### src/rtl/cdb_arbiter_pkg.sv
// Shared constants for the common data bus (CDB) arbiter.
// Provides the default bus widths, the requester-ID encoding and a
// pointer-width helper used by the arbiter and its picker.
package cdb_arbiter_pkg;

    localparam int CDB_NUM_REQ   = 4;
    localparam int CDB_ROB_IDX_W = 4;
    localparam int CDB_DATA_W    = 32;

    // Functional-unit slot assignment on the requester vector.
    typedef enum logic [1:0] {
        REQ_ALU = 2'd0,
        REQ_LSB = 2'd1,
        REQ_BRU = 2'd2,
        REQ_MUL = 2'd3
    } req_id_e;

    // Width of an index into n requesters; never zero.
    function automatic int ptr_w(input int n);
        return (n > 1) ? $clog2(n) : 1;
    endfunction

endpackage

### src/rtl/cdb_arbiter_rr_priority_picker.sv
// One-hot picker: returns the first set request found when searching
// upward from ptr, wrapping modulo N. Purely combinational.
module rr_priority_picker
    import cdb_arbiter_pkg::*;
#(
    parameter int N     = 4,
    parameter int PTR_W = ptr_w(N)
) (
    input  logic [N-1:0]     req,
    input  logic [PTR_W-1:0] ptr,
    output logic [N-1:0]     gnt
);

    logic             found;
    logic [PTR_W-1:0] idx;
    int               sum;

    // Walk the N slots starting at ptr and grant the first requester seen.
    always_comb begin
        gnt   = '0;
        found = 1'b0;
        idx   = '0;
        sum   = 0;
        for (int off = 0; off < N; off++) begin
            sum = int'(ptr) + off;
            if (sum >= N) sum = sum - N;
            idx = PTR_W'(sum);
            if (!found && req[idx]) begin
                gnt[idx] = 1'b1;
                found    = 1'b1;
            end
        end
    end

endmodule

### src/rtl/cdb_arbiter.sv
// Common data bus arbiter: picks one functional-unit result per cycle
// and broadcasts its ROB tag and data one cycle later.
// Build option: define CDB_ROUND_ROBIN_EN for rotating-pointer
// arbitration; otherwise fixed priority (lowest index wins).
module cdb_arbiter
    import cdb_arbiter_pkg::*;
#(
    parameter int NUM_REQ   = CDB_NUM_REQ,
    parameter int ROB_IDX_W = CDB_ROB_IDX_W,
    parameter int DATA_W    = CDB_DATA_W
) (
    input  logic                         clk,
    input  logic                         rst,
    input  logic                         flush_i,
    input  logic [NUM_REQ-1:0]           req_valid_i,
    input  logic [NUM_REQ*ROB_IDX_W-1:0] req_rob_idx_i,
    input  logic [NUM_REQ*DATA_W-1:0]    req_data_i,
    output logic [NUM_REQ-1:0]           req_ready_o,
    output logic                         cdb_valid_o,
    output logic [ROB_IDX_W-1:0]         cdb_rob_idx_o,
    output logic [DATA_W-1:0]            cdb_data_o
);

    localparam int PTR_W = ptr_w(NUM_REQ);

    logic [NUM_REQ-1:0]   req_eff;
    logic [NUM_REQ-1:0]   gnt;
    logic [PTR_W-1:0]     ptr;
    logic                 xfer;
    logic [ROB_IDX_W-1:0] sel_tag;
    logic [DATA_W-1:0]    sel_data;

    // Reset and flush both squash every request before arbitration.
    assign req_eff     = (rst || flush_i) ? '0 : req_valid_i;
    assign req_ready_o = gnt;
    assign xfer        = |gnt;

    rr_priority_picker #(.N(NUM_REQ), .PTR_W(PTR_W)) u_picker (
        .req (req_eff),
        .ptr (ptr),
        .gnt (gnt)
    );

    // Select the granted slot's tag and data (grant is one-hot).
    always_comb begin
        sel_tag  = '0;
        sel_data = '0;
        for (int i = 0; i < NUM_REQ; i++) begin
            if (gnt[i]) begin
                sel_tag  = sel_tag  | req_rob_idx_i[i*ROB_IDX_W +: ROB_IDX_W];
                sel_data = sel_data | req_data_i[i*DATA_W +: DATA_W];
            end
        end
    end

    // Broadcast register: tag/data hold their last value when idle.
    always_ff @(posedge clk) begin
        if (rst) begin
            cdb_valid_o   <= 1'b0;
            cdb_rob_idx_o <= '0;
            cdb_data_o    <= '0;
        end else begin
            cdb_valid_o <= xfer;
            if (xfer) begin
                cdb_rob_idx_o <= sel_tag;
                cdb_data_o    <= sel_data;
            end
        end
    end

`ifdef CDB_ROUND_ROBIN_EN
    logic [PTR_W-1:0] gnt_idx;
    logic [PTR_W-1:0] ptr_nxt;

    // Encode the grant and point just past it, wrapping at the top slot.
    always_comb begin
        gnt_idx = '0;
        for (int i = 0; i < NUM_REQ; i++) begin
            if (gnt[i]) gnt_idx = PTR_W'(i);
        end
        ptr_nxt = (gnt_idx == PTR_W'(NUM_REQ - 1)) ? '0 : gnt_idx + PTR_W'(1);
    end

    // Pointer only advances on a transfer.
    always_ff @(posedge clk) begin
        if (rst)       ptr <= '0;
        else if (xfer) ptr <= ptr_nxt;
    end
`else
    assign ptr = '0;
`endif

endmodule

### config.mk
export PLATFORM = sky130hd
export DESIGN_NAME = cdb_arbiter
export DESIGN_NICKNAME = d
export VERILOG_FILES = /design/src/rtl/cdb_arbiter_pkg.sv /design/src/rtl/cdb_arbiter_rr_priority_picker.sv /design/src/rtl/cdb_arbiter.sv
export SDC_FILE = /design/constraint.sdc
export NUM_CORES = 1
export LEC_CHECK = 0
export CAP_MARGIN = 20
export CORE_ASPECT_RATIO = 1.2
export CORE_UTILIZATION = 39
export DETAILED_ROUTE_END_ITERATION = 7
export PLACE_DENSITY_LB_ADDON = 0.25
export SYNTH_ARGS = -nofsm -noshare
export SYNTH_HDL_FRONTEND = slang
export SYNTH_SLANG_ARGS = --single-unit
### constraint.sdc
create_clock -name clk -period 2.5 [get_ports clk]
set_input_delay 0.625 -clock clk [delete_from_list [all_inputs] [get_ports clk]]
set_output_delay 0.625 -clock clk [all_outputs]
set_load 0.01 [all_outputs]
==> results of run 1 <==
[flip-flops by register name, summed over array words and instances, names as in the netlist]
| register | cells |
|---|---|
| cdb_rob_idx_o | 4 |
| cdb_data_o | 32 |
| cdb_valid_o | 1 |
[critical path, cell delays in order]
cell,delay (ns)
clkdlybuf4s15_2,0.25
nor3_4,0.18
and3_1,0.17
clkdlybuf4s50_1,0.53
[repair_timing]
action                                  CTS  global route
pin swaps                                 0             0
endpoints found under the setup margin    3             1
hold buffers                              0             0
resized for setup                         4             1
[layer usage]
layer | GRT usage | up-vias | part of all wire
met5 | 0 | - | 0
met4 | 0.08631 | 0 | 0.023
met3 | 0.07014 | 18 | 0.076
met2 | 0.4590 | 143 | 0.50
met1 | 0.2949 | 1524 | 0.40
li1 | - | 1512 | -
[Yosys cell counts (2+ instances only)]
| cell type | count |
|---|---|
| a221oi_2 | 29 |
| bufbuf_8 | 2 |
| nand3_1 | 7 |
| nand3_2 | 29 |
| buf_6 | 4 |
| buf_2 | 19 |
| and2_1 | 3 |
| buf_1 | 2 |
| nand2b_1 | 36 |
| a211o_1 | 36 |
| a221oi_1 | 43 |
| clkbuf_1 | 10 |
| dfxtp_1 | 37 |
| inv_1 | 36 |
[through the flow]
step	setup WS (ns)	util	total power, W	cells
after floorplan	0.3527	-	0.0009293	301
after global placement	-0.3095	0.6669	0.001293	559
after detailed placement	-0.3374	0.6669	0.001306	559
after CTS	0.02446	0.6819	0.001816	566
after global routing	0.09113	0.6822	0.001885	566
final	0.1230	0.6822	0.001796	566
[cell families (layout without fill, tap and decap cells)]
kind of cell | Yosys count | count (layout)
compound gates | 109 | 109
simple gates | 80 | 80
buf+inv | 75 | 250
flops | 37 | 37
[power by group through the flow]
stage	Clock (W)	Combinational, W	Sequential, W
final	0.000502	0.000642	0.000651
after global routing	0.000545	0.000685	0.000656
after CTS	0.000520	0.000644	0.000651
after detailed placement	0	0.000642	0.000665
after global placement	0	0.000630	0.000663
after floorplan	0	0.000246	0.000683
[how the worst max path moves through the flow]
stage,from,endpoint,slack [ns],depth (start not counted)
after floorplan,req_valid_i[0],req_ready_o[3],0.35,4
after global placement,req_valid_i[1],req_ready_o[2],-0.31,4
after detailed placement,req_valid_i[1],req_ready_o[2],-0.34,4
after CTS,req_valid_i[1],req_ready_o[2],0.02,4
after global routing,req_valid_i[1],req_ready_o[3],0.09,4
final,req_valid_i[1],req_ready_o[3],0.12,4
[area by class of cell]
type	count	area (um^2)
sequential	37	740.7
clock buffer	5	68.82
tap	90	112.6
multi-input combinational	189	1790
inverter	37	138.9
timing repair buffer	206	2018
clock inverter	2	35.03
fill	604	2285
==> impl_metrics.py, run 1 <==
metrics = {
    "clock_tree": {
        "numCtsBuffers": 5,
        "cts-root-buf": "clkbuf_8",
        "cts_tree": "done",
        "post_cts_buffers": 0,
        "clk-insertion-delay-late_ns": 0.28,
        "h-tree-depth": 2,
        "clk_pin_slew_worst_paths_ns": 0.07,
        "clk_path_buf_depth": 2,
        "clock_sinks": 37,
    },
    "layout": {
        "diodes": 0,
        "final_common_cell": "clkdlybuf4s50_1",
        "fin_nets": 627,
        "layout-drive-gt1-share": 0.1954,
        "final_area_um2": 4905,
        "syn2layout_area_growth_pct": 70.06,
        "final_cell_mix": "clkdlybuf4s50_1 (184), a221oi_1 (43), dfxtp_1 (37)",
    },
    "yosys": {
        "synth_top_area_frac": 0.2568,
        "synthMuxAreaShare": 0,
        "syn_avg_cell_area_um2": 9.581,
        "synth_top_cell_by_area": "dfxtp_1",
        "synth_xor_area_frac": 0,
        "ys_ff_latch": 37,
        "synth_compound_area_frac": 0.4004,
        "ys_types": 22,
        "synth_area_leaders": "dfxtp_1 (26%), a221oi_2 (15%), a221oi_1 (13%)",
        "yosysSeqAreaShare": 0.2568,
        "syn_inst": 301,
        "yosys.area_share.simple": 0.2148,
        "syn-num-nets": 452,
        "synth_async_sr_flop_share": 0,
        "yosysWarnings": 0,
        "synthAdderAreaFrac": 0,
        "synth_edf_count": 0,
        "synth_flop_cell": "dfxtp_1",
        "synth.cell_area_um2": 2884,
        "synth_top_family_by_area": "compound AO/OA/AOI/OAI gates",
    },
    "die": {
        "initial_utilization": 0.4011,
        "fp-row-count": 34,
        "core_area_um2": 7189,
        "dieArea_um2": 7744,
        "die_w_um": 80.50,
        "io_pins": 192,
        "die_h_um": 96.20,
    },
    "worst_hold_path": {
        "min_to": "cdb_data_o[18]",
        "holdPathStages": 2,
        "hold_path_class": "register to register",
        "min-delay-start": "cdb_data_o[18]",
    },
    "route": {
        "wire_per_inst_um": 18.33,
        "drt_iter0_drc": 126,
        "drc_errors": 0,
        "vias": 3197,
        "final_antenna_net_count": 0,
        "vias_per_cell": 5.648,
        "routed_wl_mm": 10.38,
        "firstDrtPassIters": 4,
    },
    "critical_path": {
        "start_kind": "primary input",
        "critical_path_class": "primary input to output pin",
        "rr_startpoint": "cdb_data_o[11]",
        "r2r_cells": 2,
        "crit_fanout": 4,
        "reg2reg_slack_ns": 1.74,
        "worstReg2RegEnd": "cdb_data_o[11]",
        "crit_path_end_kind": "output pin",
        "cp.required_ns": 1.88,
        "arrival_ns": 1.75,
    },
    "sta": {
        "finalSetupViolCount": 0,
        "final_max_slew_viol_count": 0,
        "rsz0062_at_grt": "no",
        "final.min_clock_period_ns": 2.377,
        "worstMarginPinSlew_ns": 0.7523,
        "hold_violations": 0,
        "period_share": 0.9508,
        "finalClockSkew_ns": 0,
        "max_freq_ghz": 0.4207,
        "fin_setup_tns_ns": 0,
        "relSlewSlack": 0.4985,
        "holdWs_ns": 0.4620,
    },
    "power_and_ir_drop": {
        "power_density_nw_per_um2": 366.2,
        "vdd_drop_max_mv": 0.2447,
        "share_comb_of_total_power": 0.358,
        "p_sw_frac": 0.2725,
        "power_leakage_nw": 1.666,
        "switchingPower_w": 0.0004894,
        "p_clk_frac": 0.280,
        "p_int_w": 0.001307,
        "seqPwrFrac": 0.363,
    },
    "grt": {
        "grt_max_degree": 55,
        "grt_use_total": 0.2579,
        "grt_overflow": 0,
        "grt_pass1_wl_mm": 15.35,
        "grt_pass1_vias": 3152,
        "antenna_found_initial": 0,
    },
    "job": {
        "cap_viol_max_count": 0,
    },
    "status": {
        "outcome": "finished, final reports clean",
    },
    "placement": {
        "port_buffers": 191,
        "gp_congestion": 0.7816,
        "place_area_um2": 4795,
        "hpwl_mm": 7.297,
    },
}
Note: power is estimated with default switching activity, not from simulation.
==> run 2, diff against run 1 <==
- CORE_UTILIZATION: 39 -> 37
- clock period: 2.5 -> 2.69 ns (I/O delays scaled with it)
==> impl_metrics.py, run 2 (synthesized netlist as in run 1, its figures left out) <==
metrics = {
    "layout": {
        "largest_reg_flops": 32,
        "final_util": 0.6592,
        "syn2layout_area_growth_pct": 69.20,
        "layout-drive-gt1-share": 0.1832,
        "nFillCells": 659,
        "final_cell_mix": "clkdlybuf4s50_1 (185), a221oi_1 (43), dfxtp_1 (37)",
        "fin_nets": 625,
        "diodes": 0,
        "reg_top3": "cdb_data_o: 32 flops, cdb_rob_idx_o: 4 flops, cdb_valid_o: 1 flops",
        "ff_latch_area_um2": 740.7,
        "final_common_cell": "clkdlybuf4s50_1",
        "regMostFlops": "cdb_data_o",
        "final_cell_count_no_fill": 565,
        "multiInputGateArea_um2": 1783,
    },
    "critical_path": {
        "critPathBufInv": 2,
        "crit_fanout": 4,
        "crit_family": "buffers and inverters",
        "cp_cell_sequence": "dlygate4sd2_1, nor3_4, and3_1, clkdlybuf4s50_1",
        "cp.required_ns": 2.02,
        "critical_path_class": "primary input to output pin",
        "crit_path_end_kind": "output pin",
        "arrival_ns": 1.88,
        "start_kind": "primary input",
        "cp_slowest_cell": "clkdlybuf4s50_1",
        "max_stage_delay_ns": 0.53,
    },
    "placement": {
        "placed_cells": 557,
        "port_buffers": 191,
        "hpwl_mm": 7.072,
        "gp_congestion": 0.7613,
    },
    "sta": {
        "rsz0062_at_grt": "no",
        "final.min_clock_period_ns": 2.557,
        "final_max_slew_viol_count": 0,
        "hold_violations": 0,
        "max_freq_ghz": 0.3911,
        "finalSetupViolCount": 0,
        "period_share": 0.9505,
        "worstMarginPinSlew_ns": 0.5732,
        "finalClockSkew_ns": 0,
        "relSlewSlack": 0.6179,
    },
    "power_and_ir_drop": {
        "power_density_nw_per_um2": 322.0,
        "vdd_drop_max_mv": 0.2162,
        "power_leakage_nw": 1.649,
    },
    "route": {
        "drt_iter0_drc": 112,
        "vias_per_cell": 5.635,
        "routed_wl_mm": 9.882,
        "vias": 3184,
        "drc_errors": 0,
        "firstDrtPassIters": 4,
        "final_antenna_net_count": 0,
        "wire_per_inst_um": 17.49,
    },
    "clock_tree": {
        "post_cts_buffers": 0,
        "cts_tree": "done",
        "clock_sinks": 37,
        "clk_pin_slew_worst_paths_ns": 0.07,
        "clk-insertion-delay-late_ns": 0.29,
        "cts-root-buf": "clkbuf_8",
        "cts_hold_buf": 0,
        "numCtsBuffers": 5,
        "clk_path_buf_depth": 2,
        "h-tree-depth": 2,
    },
    "grt": {
        "grt_max_degree": 73,
        "antenna_found_initial": 0,
        "grt_pass1_wl_mm": 15.64,
        "grt_pass1_vias": 3333,
        "grt_overflow": 0,
        "grt_use_total": 0.2478,
    },
    "die": {
        "dieArea_um2": 8153,
        "io_pins": 192,
        "initial_utilization": 0.3896,
        "die_h_um": 98.72,
        "core_area_um2": 7402,
        "die_w_um": 82.60,
        "fp-row-count": 34,
    },
    "job": {
        "cap_viol_max_count": 0,
    },
    "status": {
        "outcome": "finished, final reports clean",
    },
    "worst_hold_path": {
        "hold_path_class": "register to register",
    },
}
-- run 2: cell count changes in the layout (fill, tap and decap cells not counted), sizes merged --
cell | before | now
clkdlybuf4s15 | 1 | 0
dlygate4sd2 | 0 | 2
bufinv | 1 | 0
buf | 20 | 16
clkbuf | 5 | 6
clkinv | 1 | 2
clkdlybuf4s50 | 184 | 185
-- run 2: power by group --
part,internal (W),switching [W],total (W),leakage (nW)
Sequential,0.000586,0.0000179,0.000604,0.305
Combinational,0.000358,0.000232,0.000590,1.30
Clock,0.000180,0.000197,0.000377,0.0450
-- run 2: worst paths after layout --
kind | startpoint | endpoint | slack, ns | cells after the start
worst max-delay path | req_valid_i[1] | req_ready_o[3] | 0.13 | 4
worst min-delay path | cdb_rob_idx_o[1] | cdb_rob_idx_o[1] | 0.46 | 2
worst max register to register | cdb_data_o[10] | cdb_data_o[10] | 1.94 | 2
worst min register to register | cdb_rob_idx_o[1] | cdb_rob_idx_o[1] | 0.46 | 2
-- run 2: what timing repair did --
| action | CTS | global route |
|---|---|---|
| resized for setup | 2 | 1 |
| cloned | 0 | 0 |
| setup endpoints to repair | 4 | 1 |
-- run 2: area by class of cell --
cell class / instances / area share
well taps: 90 / 0.02308
clock buffers: 6 / 0.01487
clock inverters: 2 / 0.002051
multi-input cells: 189 / 0.3654
inverters: 37 / 0.02846
repair buffers: 204 / 0.4144
flip-flops and latches: 37 / 0.1518
-- run 2: layer usage --
layer | up-vias | wire (um) | track usage
met3 | 22 | 787 | 0.06481
met1 | 1512 | 3734 | 0.2684
li1 | 1512 | - | -
met2 | 138 | 5089 | 0.4520
met5 | - | 0 | 0
met4 | 0 | 270 | 0.08488
-- run 2: per-stage QoR --
step	hold slack (ns)	cell area [um^2]	power (W)	setup slack [ns]	setup TNS [ns]
after floorplan	0.4862	2884	0.0008637	0.4477	0
after global placement	0.4468	4797	0.001202	-0.1998	-0.3830
after detailed placement	0.4488	4797	0.001213	-0.2217	-0.4877
after CTS	0.4608	4877	0.001593	0.0006652	0
after global routing	0.4851	4880	0.001660	0.05654	0
final	0.4598	4880	0.001571	0.1332	0
-- run 2: worst register-to-register path: stages (launching register included) --
cell and delay, ns:
dfxtp_1 0.34, inv_1 0.04, a221oi_1 0.27
==> run 3, diff against run 2 <==
- CTS_BUF_LIST: not set -> sky130_fd_sc_hd__clkbuf_4 sky130_fd_sc_hd__clkbuf_8 sky130_fd_sc_hd__clkbuf_16
==> impl_metrics.py, run 3 (synthesized netlist as in run 1, its figures left out) <==
metrics = {
    "critical_path": {
        "cp_cell_sequence": "dlygate4sd2_1, nor3_4, and3_1, clkdlybuf4s50_1",
        "crit_fanout": 4,
        "reg2reg_slack_ns": 1.94,
        "cp.required_ns": 2.02,
        "critical_path_class": "primary input to output pin",
        "cp_slowest_cell": "clkdlybuf4s50_1",
        "crit_path_end_kind": "output pin",
        "arrival_ns": 1.88,
        "max_stage_delay_ns": 0.53,
        "start_kind": "primary input",
    },
    "sta": {
        "finalClockSkew_ns": 0,
        "holdWs_ns": 0.4598,
        "final_max_slew_viol_count": 0,
        "rsz0062_at_grt": "no",
        "worstMarginPinSlew_ns": 0.5745,
        "period_share": 0.9505,
        "fin_ws_ns": 0.1331,
        "hold_violations": 0,
        "finalSetupViolCount": 0,
        "max_freq_ghz": 0.3911,
        "final.min_clock_period_ns": 2.557,
        "relSlewSlack": 0.6170,
    },
    "die": {
        "core_area_um2": 7402,
        "die_h_um": 98.72,
        "initial_utilization": 0.3896,
        "fp-row-count": 34,
        "io_pins": 192,
        "dieArea_um2": 8153,
        "die_w_um": 82.60,
    },
    "worst_hold_path": {
        "hold_path_class": "register to register",
    },
    "grt": {
        "antenna_found_initial": 0,
        "grt_pass1_wl_mm": 15.65,
        "grt_use_total": 0.2485,
        "grt_overflow": 0,
        "grt_max_degree": 73,
        "grt_pass1_vias": 3339,
    },
    "power_and_ir_drop": {
        "vdd_drop_max_mv": 0.2161,
        "power_density_nw_per_um2": 323.9,
        "power_leakage_nw": 1.653,
    },
    "clock_tree": {
        "numCtsBuffers": 5,
        "cts-root-buf": "clkbuf_8",
        "clock_sinks": 37,
        "cts_tree": "done",
        "clk_pin_slew_worst_paths_ns": 0.07,
        "cts_hold_buf": 0,
        "clk_path_buf_depth": 2,
        "clk-insertion-delay-late_ns": 0.29,
        "h-tree-depth": 2,
    },
    "layout": {
        "fin_nets": 625,
        "syn2layout_area_growth_pct": 69.33,
        "final_common_cell": "clkdlybuf4s50_1",
        "layout-drive-gt1-share": 0.1853,
        "reg_top3": "cdb_data_o: 32 flops, cdb_rob_idx_o: 4 flops, cdb_valid_o: 1 flops",
        "diodes": 0,
        "regMostFlops": "cdb_data_o",
        "largest_reg_flops": 32,
        "nFillCells": 660,
        "final_cell_mix": "clkdlybuf4s50_1 (185), a221oi_1 (43), dfxtp_1 (37)",
    },
    "route": {
        "routed_wl_mm": 9.887,
        "firstDrtPassIters": 4,
        "final_antenna_net_count": 0,
        "vias_per_cell": 5.660,
        "drc_errors": 0,
        "wire_per_inst_um": 17.50,
        "drt_iter0_drc": 114,
        "vias": 3198,
    },
    "placement": {
        "port_buffers": 191,
        "preCtsSetupSlack_ns": -0.2217,
        "hpwl_mm": 7.072,
        "gp_congestion": 0.7613,
    },
    "job": {
        "cap_viol_max_count": 0,
    },
    "status": {
        "outcome": "finished, final reports clean",
    },
}
run 3: stage by stage:
stage	area, um^2	std cells	total power [W]	setup TNS, ns	utilization
5_1_grt	4883	565	0.001671	0	0.6597
3_5_place_dp	4797	557	0.001213	-0.4877	0.6481
4_1_cts	4881	565	0.001604	0	0.6594
3_3_place_gp	4797	557	0.001202	-0.3830	0.6481
6_report	4883	565	0.001582	0	0.6597
2_1_floorplan	2884	301	0.0008637	0	-
run 3: critical path: cells and delay by family:
kind                   cells  cell delay (ns)
buffers and inverters      2             0.84
AND/OR/NAND/NOR            2             0.37
run 3: final timing paths:
| path | startpoint | end | cells past startpoint |
|---|---|---|---|
| min reg2reg | cdb_rob_idx_o[1] | cdb_rob_idx_o[1] | 2 |
| min | cdb_rob_idx_o[1] | cdb_rob_idx_o[1] | 2 |
| max reg2reg | cdb_data_o[10] | cdb_data_o[10] | 2 |
| max | req_valid_i[1] | req_ready_o[3] | 4 |
run 3: cell type report:
type | instances | area, um^2 | share of cell area
Clock buffer | 6 | 76.32 | 0.01563
Clock inverter | 2 | 10.01 | 0.002050
Inverter | 37 | 138.9 | 0.02844
Multi-Input combinational cell | 189 | 1783 | 0.3651
Sequential cell | 37 | 740.7 | 0.1517
Tap cell | 90 | 112.6 | 0.02306
Timing Repair Buffer | 204 | 2022 | 0.4140
run 3: timing repair:
action | CTS | global route
resized for setup | 2 | 1
endpoints found under the setup margin | 4 | 1
pin swaps | 0 | 0
setup buffers | 0 | 0
run 3: layer usage:
layer	up-vias	wire, um	global-route usage
met5	-	0	0
met4	0	300	0.08886
met3	23	801	0.06481
met2	148	5074	0.4526
met1	1515	3711	0.2684
li1	1512	-	-
run 3: power by group:
part | switching, W | internal, W | total (W)
registers | 0.0000180 | 0.000586 | 0.000604
clock network | 0.000198 | 0.000190 | 0.000387
logic | 0.000232 | 0.000358 | 0.000590
